[src/rtl/reset_sequencer_if.sv]
// reset_sequencer_if: button/soft-request inputs and staged reset outputs of the reset sequencer
interface reset_sequencer_if #(
    parameter int NUM_DOMAINS = 3
);
    logic                   io_button;
    logic                   io_soft_reset;
    logic [NUM_DOMAINS-1:0] io_resets;
    logic                   io_ready;
    logic [1:0]             io_cause;
    modport master (output io_button, io_soft_reset, input io_resets, io_ready, io_cause);
    modport slave  (input io_button, io_soft_reset, output io_resets, io_ready, io_cause);
endinterface

[src/rtl/reset_sequencer.sv]
// reset_sequencer: debounced button / soft reset request, minimum hold, then staged per-domain release
module reset_sequencer #(
    parameter int SYNC_STAGES       = 2,
    parameter int BUTTON_ACTIVE_LOW = 1,
    parameter int DEBOUNCE_CYCLES   = 16,
    parameter int HOLD_CYCLES       = 64,
    parameter int NUM_DOMAINS       = 3,
    parameter int RELEASE_GAP       = 8
) (
    input logic clock,
    input logic reset,
    reset_sequencer_if.slave bus
);
    localparam int DW = $clog2(DEBOUNCE_CYCLES) + 1;
    localparam int HW = $clog2(HOLD_CYCLES) + 1;
    localparam int GW = $clog2(RELEASE_GAP) + 1;
    localparam int IW = $clog2(NUM_DOMAINS) + 1;

    typedef enum logic [1:0] {ASSERT, RELEASE, RUN} state_t;

    state_t                 state, state_next;
    logic [SYNC_STAGES-1:0] sync;
    logic                   pressed, btn_db, btn_prev, btn_rise, req;
    logic [DW-1:0]          db_cnt;
    logic [HW-1:0]          hold_cnt, hold_next;
    logic [GW-1:0]          gap_cnt, gap_next;
    logic [IW-1:0]          idx, idx_next;
    logic [NUM_DOMAINS-1:0] resets_q, resets_next;
    logic                   ready_q, ready_next;
    logic [1:0]             cause_q, cause_next;

    assign pressed  = (BUTTON_ACTIVE_LOW != 0) ? ~bus.io_button : bus.io_button;
    assign btn_rise = btn_db & ~btn_prev;
    assign req      = btn_rise | bus.io_soft_reset;

    assign bus.io_resets = resets_q;
    assign bus.io_ready  = ready_q;
    assign bus.io_cause  = cause_q;

    // Synchronise the pin and only accept a new level after it has been stable long enough
    always_ff @(posedge clock) begin
        if (reset) begin
            sync     <= '0;
            btn_db   <= 1'b0;
            btn_prev <= 1'b0;
            db_cnt   <= '0;
        end else begin
            sync     <= {sync[SYNC_STAGES-2:0], pressed};
            btn_prev <= btn_db;
            if (sync[SYNC_STAGES-1] == btn_db) begin
                db_cnt <= '0;
            end else if (db_cnt == DW'(DEBOUNCE_CYCLES - 1)) begin
                btn_db <= sync[SYNC_STAGES-1];
                db_cnt <= '0;
            end else begin
                db_cnt <= db_cnt + 1'b1;
            end
        end
    end

    // Sequencer state, counters and registered outputs
    always_ff @(posedge clock) begin
        if (reset) begin
            state    <= ASSERT;
            hold_cnt <= '0;
            gap_cnt  <= '0;
            idx      <= '0;
            resets_q <= '1;
            ready_q  <= 1'b0;
            cause_q  <= 2'd0;
        end else begin
            state    <= state_next;
            hold_cnt <= hold_next;
            gap_cnt  <= gap_next;
            idx      <= idx_next;
            resets_q <= resets_next;
            ready_q  <= ready_next;
            cause_q  <= cause_next;
        end
    end

    // Next-state and output decode; a request outside ASSERT re-asserts every domain at once
    always_comb begin
        state_next  = state;
        hold_next   = hold_cnt;
        gap_next    = gap_cnt;
        idx_next    = idx;
        resets_next = resets_q;
        ready_next  = ready_q;
        cause_next  = btn_rise ? 2'd1 : bus.io_soft_reset ? 2'd2 : cause_q;
        case (state)
            ASSERT: begin
                resets_next = '1;
                ready_next  = 1'b0;
                if (btn_db || bus.io_soft_reset) begin
                    hold_next = '0;
                end else if (hold_cnt == HW'(HOLD_CYCLES - 1)) begin
                    state_next = RELEASE;
                    idx_next   = '0;
                    gap_next   = '0;
                end else begin
                    hold_next = hold_cnt + 1'b1;
                end
            end
            RELEASE: begin
                if (req) begin
                    state_next  = ASSERT;
                    hold_next   = '0;
                    resets_next = '1;
                    ready_next  = 1'b0;
                end else begin
                    if (gap_cnt == '0) begin
                        for (int k = 0; k < NUM_DOMAINS; k++)
                            if (idx == IW'(k)) resets_next[k] = 1'b0;
                        if (idx == IW'(NUM_DOMAINS - 1)) state_next = RUN;
                    end
                    gap_next = (gap_cnt == GW'(RELEASE_GAP - 1)) ? '0 : gap_cnt + 1'b1;
                    if (gap_cnt == GW'(RELEASE_GAP - 1) && idx != IW'(NUM_DOMAINS - 1))
                        idx_next = idx + 1'b1;
                end
            end
            RUN: begin
                resets_next = '0;
                ready_next  = 1'b1;
                if (req) begin
                    state_next  = ASSERT;
                    hold_next   = '0;
                    resets_next = '1;
                    ready_next  = 1'b0;
                end
            end
            default: state_next = ASSERT;
        endcase
    end
endmodule

[src/flat_wrapper.sv]
// flat-port wrapper written by rule: the top's interface ports become plain ports
module reset_sequencer_flat 
#(
    parameter int SYNC_STAGES       = 2,
    parameter int BUTTON_ACTIVE_LOW = 1,
    parameter int DEBOUNCE_CYCLES   = 16,
    parameter int HOLD_CYCLES       = 64,
    parameter int NUM_DOMAINS       = 3,
    parameter int RELEASE_GAP       = 8
)
  (clock, reset, bus_io_button, bus_io_soft_reset, bus_io_resets, bus_io_ready, bus_io_cause);
  reset_sequencer_if #(.NUM_DOMAINS(NUM_DOMAINS)) bus_i ();
  input logic clock;
  input logic reset;
  input wire logic [$bits(bus_i.io_button)-1:0] bus_io_button;
  input wire logic [$bits(bus_i.io_soft_reset)-1:0] bus_io_soft_reset;
  output wire logic [$bits(bus_i.io_resets)-1:0] bus_io_resets;
  output wire logic [$bits(bus_i.io_ready)-1:0] bus_io_ready;
  output wire logic [$bits(bus_i.io_cause)-1:0] bus_io_cause;
  assign bus_i.io_button = bus_io_button;
  assign bus_i.io_soft_reset = bus_io_soft_reset;
  assign bus_io_resets = bus_i.io_resets;
  assign bus_io_ready = bus_i.io_ready;
  assign bus_io_cause = bus_i.io_cause;
  reset_sequencer #(.SYNC_STAGES(SYNC_STAGES), .BUTTON_ACTIVE_LOW(BUTTON_ACTIVE_LOW), .DEBOUNCE_CYCLES(DEBOUNCE_CYCLES), .HOLD_CYCLES(HOLD_CYCLES), .NUM_DOMAINS(NUM_DOMAINS), .RELEASE_GAP(RELEASE_GAP)) u_core (.clock(clock), .reset(reset), .bus(bus_i));
endmodule
[config.mk]
export PLATFORM = sky130hd
export DESIGN_NAME = reset_sequencer_flat
export DESIGN_NICKNAME = d
export VERILOG_FILES = /design/src/rtl/reset_sequencer_if.sv /design/src/rtl/reset_sequencer.sv /design/src/flat_wrapper.sv
export SDC_FILE = /design/constraint.sdc
export NUM_CORES = 1
export LEC_CHECK = 0
export ABC_CLOCK_PERIOD_IN_PS = 4240
export CAP_MARGIN = 20
export CORE_MARGIN = 8
export CORE_UTILIZATION = 43
export CTS_CLUSTER_SIZE = 24
export DETAILED_ROUTE_END_ITERATION = 16
export SYNTH_ARGS = -nofsm -noshare
export SYNTH_HDL_FRONTEND = slang
export SYNTH_SLANG_ARGS = --single-unit
[constraint.sdc]
create_clock -name clock -period 4.24 [get_ports clock]
set_clock_uncertainty 0.2 [all_clocks]
set_input_delay 0.636 -clock clock [delete_from_list [all_inputs] [get_ports clock]]
set_output_delay 0.636 -clock clock [all_outputs]
set_load 0.1 [all_outputs]
# Word level (Yosys, flattened, before mapping)
# Index checks and enable logic that the tools add are counted.
dict set report word_totals {
  ff_bits 31
  inputBits 4
  out_inout_bits 6
  wordCells 98
}
dict set report op_classes {
  n_addsub 4
  eq_ne 21
  n_mux 33
  bitwise 5
  n_reduce_logical 21
}
# cell count
set op_table {}
lappend op_table {{2-to-1 mux 3 bit} 7}
lappend op_table {{2-to-1 mux 7 bit} 3}
lappend op_table {{2-to-1 mux 4 bit} 4}
lappend op_table {{one-hot mux 7 bit (2 select lines)} 1}
lappend op_table {{2-to-1 mux 2 bit} 6}
lappend op_table {{!= test 3 x 1 -> 1 bit, second input constant} 4}
lappend op_table {{AND reduction 3 bit} 4}
lappend op_table {{!= test 2 x 1 -> 1 bit, second input constant} 5}
lappend op_table {{AND reduction 5 bit} 2}
lappend op_table {{one-hot mux 3 bit (3 select lines)} 1}
lappend op_table {{one-hot mux 4 bit (2 select lines)} 1}
lappend op_table {{adder 7 x 1 -> 7 bit, second input constant} 1}
lappend op_table {{== test 7 x 6 -> 1 bit, second input constant} 1}
lappend op_table {{2-to-1 mux 1 bit} 7}
lappend op_table {{!= test 3 x 2 -> 1 bit, second input constant} 2}
lappend op_table {{one-hot mux 2 bit (3 select lines)} 1}
lappend op_table {{one-hot mux 3 bit (2 select lines)} 1}
lappend op_table {{nonzero test 2 bit} 3}
lappend op_table {{adder 5 x 1 -> 5 bit, second input constant} 1}
lappend op_table {{== test 5 x 4 -> 1 bit, second input constant} 1}
lappend op_table {{adder 4 x 1 -> 4 bit, second input constant} 1}
lappend op_table {{== test 4 x 3 -> 1 bit, second input constant} 1}
lappend op_table {{logical NOT 4 bit} 1}
lappend op_table {{!= test 2 bit, second input constant} 2}
lappend op_table {{other kinds (19)} 23}

# Logic depth before layout (Yosys ltp)
# Gate-level depths: netlist of the first run.
dict set report logic_depth {
  ltp_word 5
  depth_mapped 7
  ltp_nobuf 6
}

# Least setup slack after synthesis of the first run
# OpenSTA, ideal clock, no wires.
dict set report synth_timing {
  path_type {input to register}
  startpoint {input port bus_io_soft_reset}
  endpoint {register u_core.state[1]}
  arrival_ps 2057
  path_slack_ps 1862
  cell_stages 6
  n_path_buf 2
  path_cell_list {or2_1 -> clkbuf_2 -> o41a_1 -> buf_6 -> a211oi_2 -> mux2_2}
}
dict set report synth_between {
  elab_chain_cells 3
  word_cells_on_any_way 9
  cone_classes {eq/ne (4); mux (2); bitwise (1); reduce/logical (2)}
}
# item line
set synth_lines {}
lappend synth_lines {{start, declared} flat_wrapper.sv:16} ;# input wire logic [$bits(bus_i.io_soft_reset)-1:0] bus_io_soft_reset;
lappend synth_lines {{bitwise OR 1 bit / logical OR 1 bit (equally long branches)} {reset_sequencer.sv:34, reset_sequencer.sv:95}}
lappend synth_lines {{!= test 3 x 1 -> 1 bit (no line) (tied with other cells)} --}
lappend synth_lines {{AND reduction 5 bit (no line) / one-hot mux 2 bit (3 select lines) (equally long branches)} --}
lappend synth_lines {{end signal, assigned} reset_sequencer.sv:72} ;# state <= state_next;
lappend synth_lines {{end, declared} reset_sequencer.sv:21} ;# state_t state, state_next;
# Several ways; a longest one is shown, not always the timed one.
# A chain may end at the register's enable or synchronous reset.

# Worst setup path in the final report of the first run
# Same ends and word-level chain as after synthesis.

==> impl_metrics.json, run 1 <==
{
  "status": "completed",
  "rsz_0062_raised_after_global_routing": "no",
  "post_detailed_route_via_to_cell_ratio": 5.68,
  "cts_post_setup_buffers_inserted": 0,
  "clkSlewWorstSetupHoldPaths_ns": 0.06,
  "worst_hold_slack_ns": 0.246,
  "global_route_wire_length_before_repair_um": 6360,
  "synth_compound_gate_area_share_pct": 14.6,
  "num_vias": 1432,
  "setup_ws_ns": 1.49,
  "die-height_um": 78.1,
  "buffer_ports.inserted": 9,
  "yosys.area_share.simple_pct": 26.9,
  "synth_cell_type_count": 46,
  "synthXorXnorAreaFrac_pct": 2.11,
  "post_synth_fa_ha_maj_area_fraction_pct": 10.6,
  "setup.worst_path.end_class": "register",
  "worst_setup_path_start_kind": "input pin",
  "antenna_cells_inserted": 0,
  "maxCapViolCount": 0,
  "dpl_worst_slack_ns": 1.21,
  "grt_pass1_vias": 1386,
  "clock_insertion_delay_worst_skew_ns": 0.28,
  "path_cells": "clkdlybuf4s50_1, or2_1, o41a_1, a211oi_2, mux2_2",
  "route.detailed.wl_per_inst_um": 14.3,
  "synth-async-reset-ratio_pct": 0,
  "detail_route.first_pass.iterations": 4,
  "layout.area.seq_um2": 621,
  "setup_viol": 0,
  "track_usage_pct": 12.7,
  "report.final.slew_viol_count": 0,
  "cts_hold_buffers": 0,
  "design_power_total_mw": 0.617,
  "core-area_um2": 3690,
  "critical_path_peak_fanout": 11,
  "htree_levels": 2,
  "synth.mux.area_fraction_pct": 3.70,
  "postSynthCellCount": 192,
  "p_leak_nw": 0.698,
  "syn-cell-area_um2": 1660,
  "synth-seq-area-share_pct": 37.4,
  "initial_antenna_violation_count": 0,
  "combinational_family_with_the_most_area_after_synthesis": "simple AND/OR/NAND/NOR gates",
  "gp_congestion": 0.870,
  "multi_input_comb_area_um2": 961,
  "placementRows": 22,
  "detail_route.wirelength_um": 3610,
  "timing_worst_setup_path_type": "in -> reg",
  "cts.repair.resized": 0,
  "synth.top_cell.area_share_pct": 37.4,
  "report.final.hold_viol_count": 0,
  "synth_enable_flop_cells": 0,
  "fp.dieArea_um2": 6100,
  "final_min_period_over_clock_period_pct": 64.9,
  "synth_area_leader_cell": "sky130_fd_sc_hd__dfxtp_1",
  "fillers": 348,
  "nNetsFinal": 221,
  "ys_dominant_reg_cell": "sky130_fd_sc_hd__dfxtp_1",
  "dieWidth_um": 78.1,
  "critical_path.max_stage_delay_ns": 0.58,
  "synth.ff_latch_count": 31,
  "cts_tree": "yes",
  "initial_utilization_pct": 44.9,
  "mappedNetlistNets": 210,
  "cpMaxStageDelayCell": "sky130_fd_sc_hd__o41a_1",
  "worst_slew_pin_slew_ns": 0.983,
  "avgSynthCellArea_um2": 8.63,
  "synthTopCellsByArea": "sky130_fd_sc_hd__dfxtp_1 37%, sky130_fd_sc_hd__ha_1 11%, sky130_fd_sc_hd__nand2_1 3.8%",
  "hold_path.class": "reg -> reg",
  "grt_max_degree": 18,
  "required_ns": 4.21,
  "max-slew-margin-rel_pct": 34.2,
  "drt-initial-drc-count": 100,
  "totalNegativeSetupSlack_ns": 0,
  "fmax_ghz": 0.363,
  "final_design_area_no_fill_um2": 1900,
  "clock_sinks": 31,
  "fraction_of_final_layout_cells_with_drive_strength_greater_than_1_pct": 6.86,
  "ioPinCount": 10,
  "clk_path_buf_depth": 2,
  "detailedPlacementHpwl_um": 2610,
  "yosysWarnings": 0,
  "area.growth.synth_to_final_pct": 14.7,
  "critPathArrivalTime_ns": 2.72,
  "overflow": 0,
  "clock-root-buffer": "sky130_fd_sc_hd__clkbuf_8",
  "pwr_density_cell_nw_per_um2": 325,
  "finalCriticalPeriod_ns": 2.75,
  "place_area_um2": 1780,
  "detail_route.drc_violations": 0,
  "antenna_left": 0,
  "cts_buf_count": 5,
  "irDropWorstVdd_v": 0.000166
}
## logic make-up (layout without fill, tap and decap cells)
logic type / after synthesis / count (layout)
muxes: 6 / 6
AOI/OAI and AO/OA: 35 / 35
and+or+nand+nor: 84 / 84
DFF: 31 / 31
buffers and inverters: 18 / 30
adders and majority gates: 14 / 14
xor gates and xnor gates: 4 / 4
## synthesized netlist by cell type, drive strengths merged (3+ instances only)
master,n
xnor2,3
o31ai,3
dfxtp,31
mux2i,5
or4,4
o21ai,5
nand2b,4
inv,12
nor2,17
and3,4
nand2,17
nand3,9
nor2b,5
a21oi,9
clkbuf,5
ha,14
nor3,6
## through the flow
| step | instances | utilization [%] |
|---|---|---|
| 2_1_floorplan | 192 | - |
| 3_3_place_gp | 244 | 48.4 |
| 3_5_place_dp | 244 | 48.4 |
| 4_1_cts | 252 | 51.6 |
| 5_1_grt | 252 | 51.6 |
| 6_report | 252 | 51.6 |
## registers in the layout, summed over array words and instances (netlist names)
signal,cells
u_core.state,2
u_core.bus.io_ready,1
u_core.hold_cnt,7
u_core.idx,3
u_core.bus.io_cause,2
u_core.btn_prev,1
u_core.sync,2
u_core.gap_cnt,4
u_core.bus.io_resets,3
u_core.btn_db,1
u_core.db_cnt,5
## power by group
part,switching (mW),internal [mW]
registers,0.00167,0.294
logic,0.0171,0.00831
clock network,0.106,0.190
total,0.125,0.492
## cells in the final DEF, fill, tap and decap left out, drive strengths merged, types with 6 or more instances in the layout
cell type and instances:
inv 12, dfxtp 31, clkdlybuf4s50 9, nor2 17, clkbuf 6, nand3 9, a21oi 9, nor3 6
ha 14, nand2 17
## final timing paths
| check | endpoint | start | slack [ns] | cells past startpoint |
|---|---|---|---|---|
| setup reg to reg | u_core.hold_cnt[6] | u_core.state[0] | 1.87 | 6 |
| setup / recovery | u_core.state[1] | bus_io_soft_reset | 1.49 | 5 |
| hold / removal | u_core.db_cnt[0] | u_core.db_cnt[0] | 0.25 | 1 |
| hold reg to reg | u_core.db_cnt[0] | u_core.db_cnt[0] | 0.25 | 1 |
## final cells by class
class,count,area share (%)
repair buffers,10,5.13
inverters,12,2.37
clock buffers,6,4.34
multi-input cells,143,50.5
well taps,48,3.16
clock inverters,2,1.84
flip-flops and latches,31,32.6
## worst max-delay path: cells and delay by family
family,cells,cell delay [ns]
and+or+nand+nor,1,0.33
buffers and inverters,1,0.53
AOI/OAI and AO/OA,2,0.86
muxes,1,0.36
## metal layers
layer | up-vias | wire length, um | global-route usage, %
met3 | 0 | 309 | 5.81
li1 | 716 | - | -
met2 | 37 | 1630 | 19.9
met4 | 0 | 0 | 2.59
met1 | 679 | 1670 | 15.6
met5 | - | 0 | 0
No activity file was read; power rests on OpenSTA's default activity.
==> run 2, diff against run 1 <==
--- a/config.mk
+++ b/config.mk
@@ -5,7 +5,7 @@
 export SDC_FILE = /design/constraint.sdc
 export NUM_CORES = 1
 export LEC_CHECK = 0
-export ABC_CLOCK_PERIOD_IN_PS = 4240
+export ABC_CLOCK_PERIOD_IN_PS = 2200
 export CAP_MARGIN = 20
 export CORE_MARGIN = 8
 export CORE_UTILIZATION = 43
==> constraint.sdc (replaced) <==
create_clock -name clock -period 2.2 [get_ports clock]
set_clock_uncertainty 0.2 [all_clocks]
set_input_delay 0.33 -clock clock [delete_from_list [all_inputs] [get_ports clock]]
set_output_delay 0.33 -clock clock [all_outputs]
set_load 0.1 [all_outputs]
==> impl_metrics.json, run 2 (synthesized netlist as in run 1, its figures left out) <==
{
  "layout.cells.most_common_list": "29 x sky130_fd_sc_hd__dfxtp_1, 26 x sky130_fd_sc_hd__buf_4, 17 x sky130_fd_sc_hd__nor2_1, 17 x sky130_fd_sc_hd__nand2_1, 12 x sky130_fd_sc_hd__ha_1",
  "final_min_period_over_clock_period_pct": 95.6,
  "buffer_ports.inserted": 9,
  "totalNegativeSetupSlack_ns": 0,
  "cts_tree": "yes",
  "placed_cells": 262,
  "critical_path_peak_fanout": 3,
  "die-height_um": 78.1,
  "worst_slew_pin_slew_ns": 0.525,
  "initial_antenna_violation_count": 0,
  "irDropWorstVdd_v": 0.000357,
  "largestRegisters": "u_core.hold_cnt x7, u_core.db_cnt x5, u_core.gap_cnt x4",
  "nNetsFinal": 240,
  "hold_critical_path_depth": 1,
  "report.final.hold_viol_count": 0,
  "track_usage_pct": 12.8,
  "report.final.slew_viol_count": 0,
  "mostFrequentLayoutCell": "sky130_fd_sc_hd__dfxtp_1",
  "placementRows": 22,
  "timing.reg2reg.setup_slack_ns": 0.1,
  "largest_register": "u_core.hold_cnt",
  "pwr_density_cell_nw_per_um2": 589,
  "antenna_left": 0,
  "wl_met2_um": 1730,
  "hold_path.class": "reg -> reg",
  "detail_route.first_pass.iterations": 4,
  "setup_ws_ns": 0.0960,
  "drt-initial-drc-count": 93,
  "timing_worst_setup_path_type": "in -> reg",
  "dpl_worst_slack_ns": -0.236,
  "clk_path_buf_depth": 2,
  "fraction_of_final_layout_cells_with_drive_strength_greater_than_1_pct": 20.6,
  "detailedPlacementHpwl_um": 2840,
  "grt_pass1_vias": 1431,
  "p_int_mw": 0.958,
  "antenna_cells_inserted": 0,
  "clock_sinks": 31,
  "post_detailed_route_via_to_cell_ratio": 5.54,
  "routedLengthMet1_um": 1910,
  "fmax_ghz": 0.475,
  "htree_levels": 2,
  "critPathArrivalTime_ns": 2.09,
  "dieWidth_um": 78.1,
  "clkSlewWorstSetupHoldPaths_ns": 0.06,
  "p_leak_nw": 0.803,
  "detail_route.wirelength_um": 3900,
  "global_route_wire_length_before_repair_um": 6370,
  "initial_utilization_pct": 44.9,
  "cts_hold_buffers": 0,
  "area.growth.synth_to_final_pct": 24.6,
  "met3_length_um": 195,
  "setup.worst_path.end_class": "register",
  "pwr-share-comb_pct": 5.0,
  "highest-signal-layer": "met4",
  "num_vias": 1501,
  "clock-root-buffer": "sky130_fd_sc_hd__clkbuf_8",
  "max_ffs_per_register": 7,
  "worst_setup_path_start_kind": "input pin",
  "cts_buf_count": 5,
  "power.sequential.fraction_pct": 46.9,
  "gp_congestion": 0.821,
  "setup_viol": 0,
  "overflow": 0,
  "ioPinCount": 10,
  "fin_util_pct": 56.0,
  "worst_r2r_path_depth": 6,
  "finalCriticalPeriod_ns": 2.10,
  "route.detailed.wl_per_inst_um": 14.4,
  "max-slew-margin-rel_pct": 64.5,
  "core-area_um2": 3690,
  "status": "completed",
  "final-instance-count-excl-fill": 271,
  "clock_insertion_delay_worst_skew_ns": 0.29,
  "p_switching_mw": 0.259,
  "maxCapViolCount": 0,
  "detail_route.drc_violations": 0,
  "rsz_0062_raised_after_global_routing": "yes",
  "grt_max_degree": 17,
  "switching_share_pct": 21.3,
  "share_clk_of_total_power_pct": 48.0,
  "fp.dieArea_um2": 6100,
  "required_ns": 2.19
}
run 2: stage by stage:
step,instance area [um2],hold WS [ns],total power [mW]
finish,2070,0.253,1.22
CTS,2020,0.255,1.22
floorplan,1660,0.197,0.614
global route,2070,0.278,1.27
global placement,1900,0.231,0.639
detailed placement,1900,0.246,0.640
run 2: final cells by class:
class | count | area, um2
fillers | 334 | 1620
multi-input cells | 143 | 995
flip-flops and latches | 31 | 623
repair buffers | 29 | 225
clock buffers | 6 | 82.6
well taps | 48 | 60.1
inverters | 12 | 45.0
clock inverters | 2 | 35.0
run 2: power groups by stage:
| stage | logic, mW | clock network (mW) | registers (mW) |
|---|---|---|---|
| 2_1_floorplan | 0.0229 | 0 | 0.591 |
| 3_3_place_gp | 0.0570 | 0 | 0.582 |
| 3_5_place_dp | 0.0580 | 0 | 0.583 |
| 4_1_cts | 0.0585 | 0.594 | 0.570 |
| 5_1_grt | 0.0662 | 0.629 | 0.571 |
| 6_report | 0.0614 | 0.585 | 0.571 |
run 2: worst paths after layout:
check | start | to
worst max register to register | u_core.state[1] | u_core.hold_cnt[6]
worst min register to register | u_core.sync[0] | u_core.sync[1]
worst min-delay path | u_core.sync[0] | u_core.sync[1]
worst max-delay path | bus_io_soft_reset | u_core.idx[1]
run 2: worst max-delay path, stage by stage:
cell                              delay (ns)
sky130_fd_sc_hd__clkdlybuf4s50_1        0.41
sky130_fd_sc_hd__or2_1                  0.25
sky130_fd_sc_hd__buf_4                  0.15
sky130_fd_sc_hd__o41ai_1                0.34
sky130_fd_sc_hd__buf_4                  0.17
sky130_fd_sc_hd__nand2_1                0.10
sky130_fd_sc_hd__o41ai_2                0.33
run 2: repair_timing:
item                       CTS  global route
setup buffers                0             1
setup endpoints to repair    0            10
resized for setup            0             9
run 2: metal layers:
metal	vias up	global-route usage [%]
li1	749	-
met2	33	19.3
met4	0	5.56
met3	7	4.78
met1	712	15.8
met5	-	0
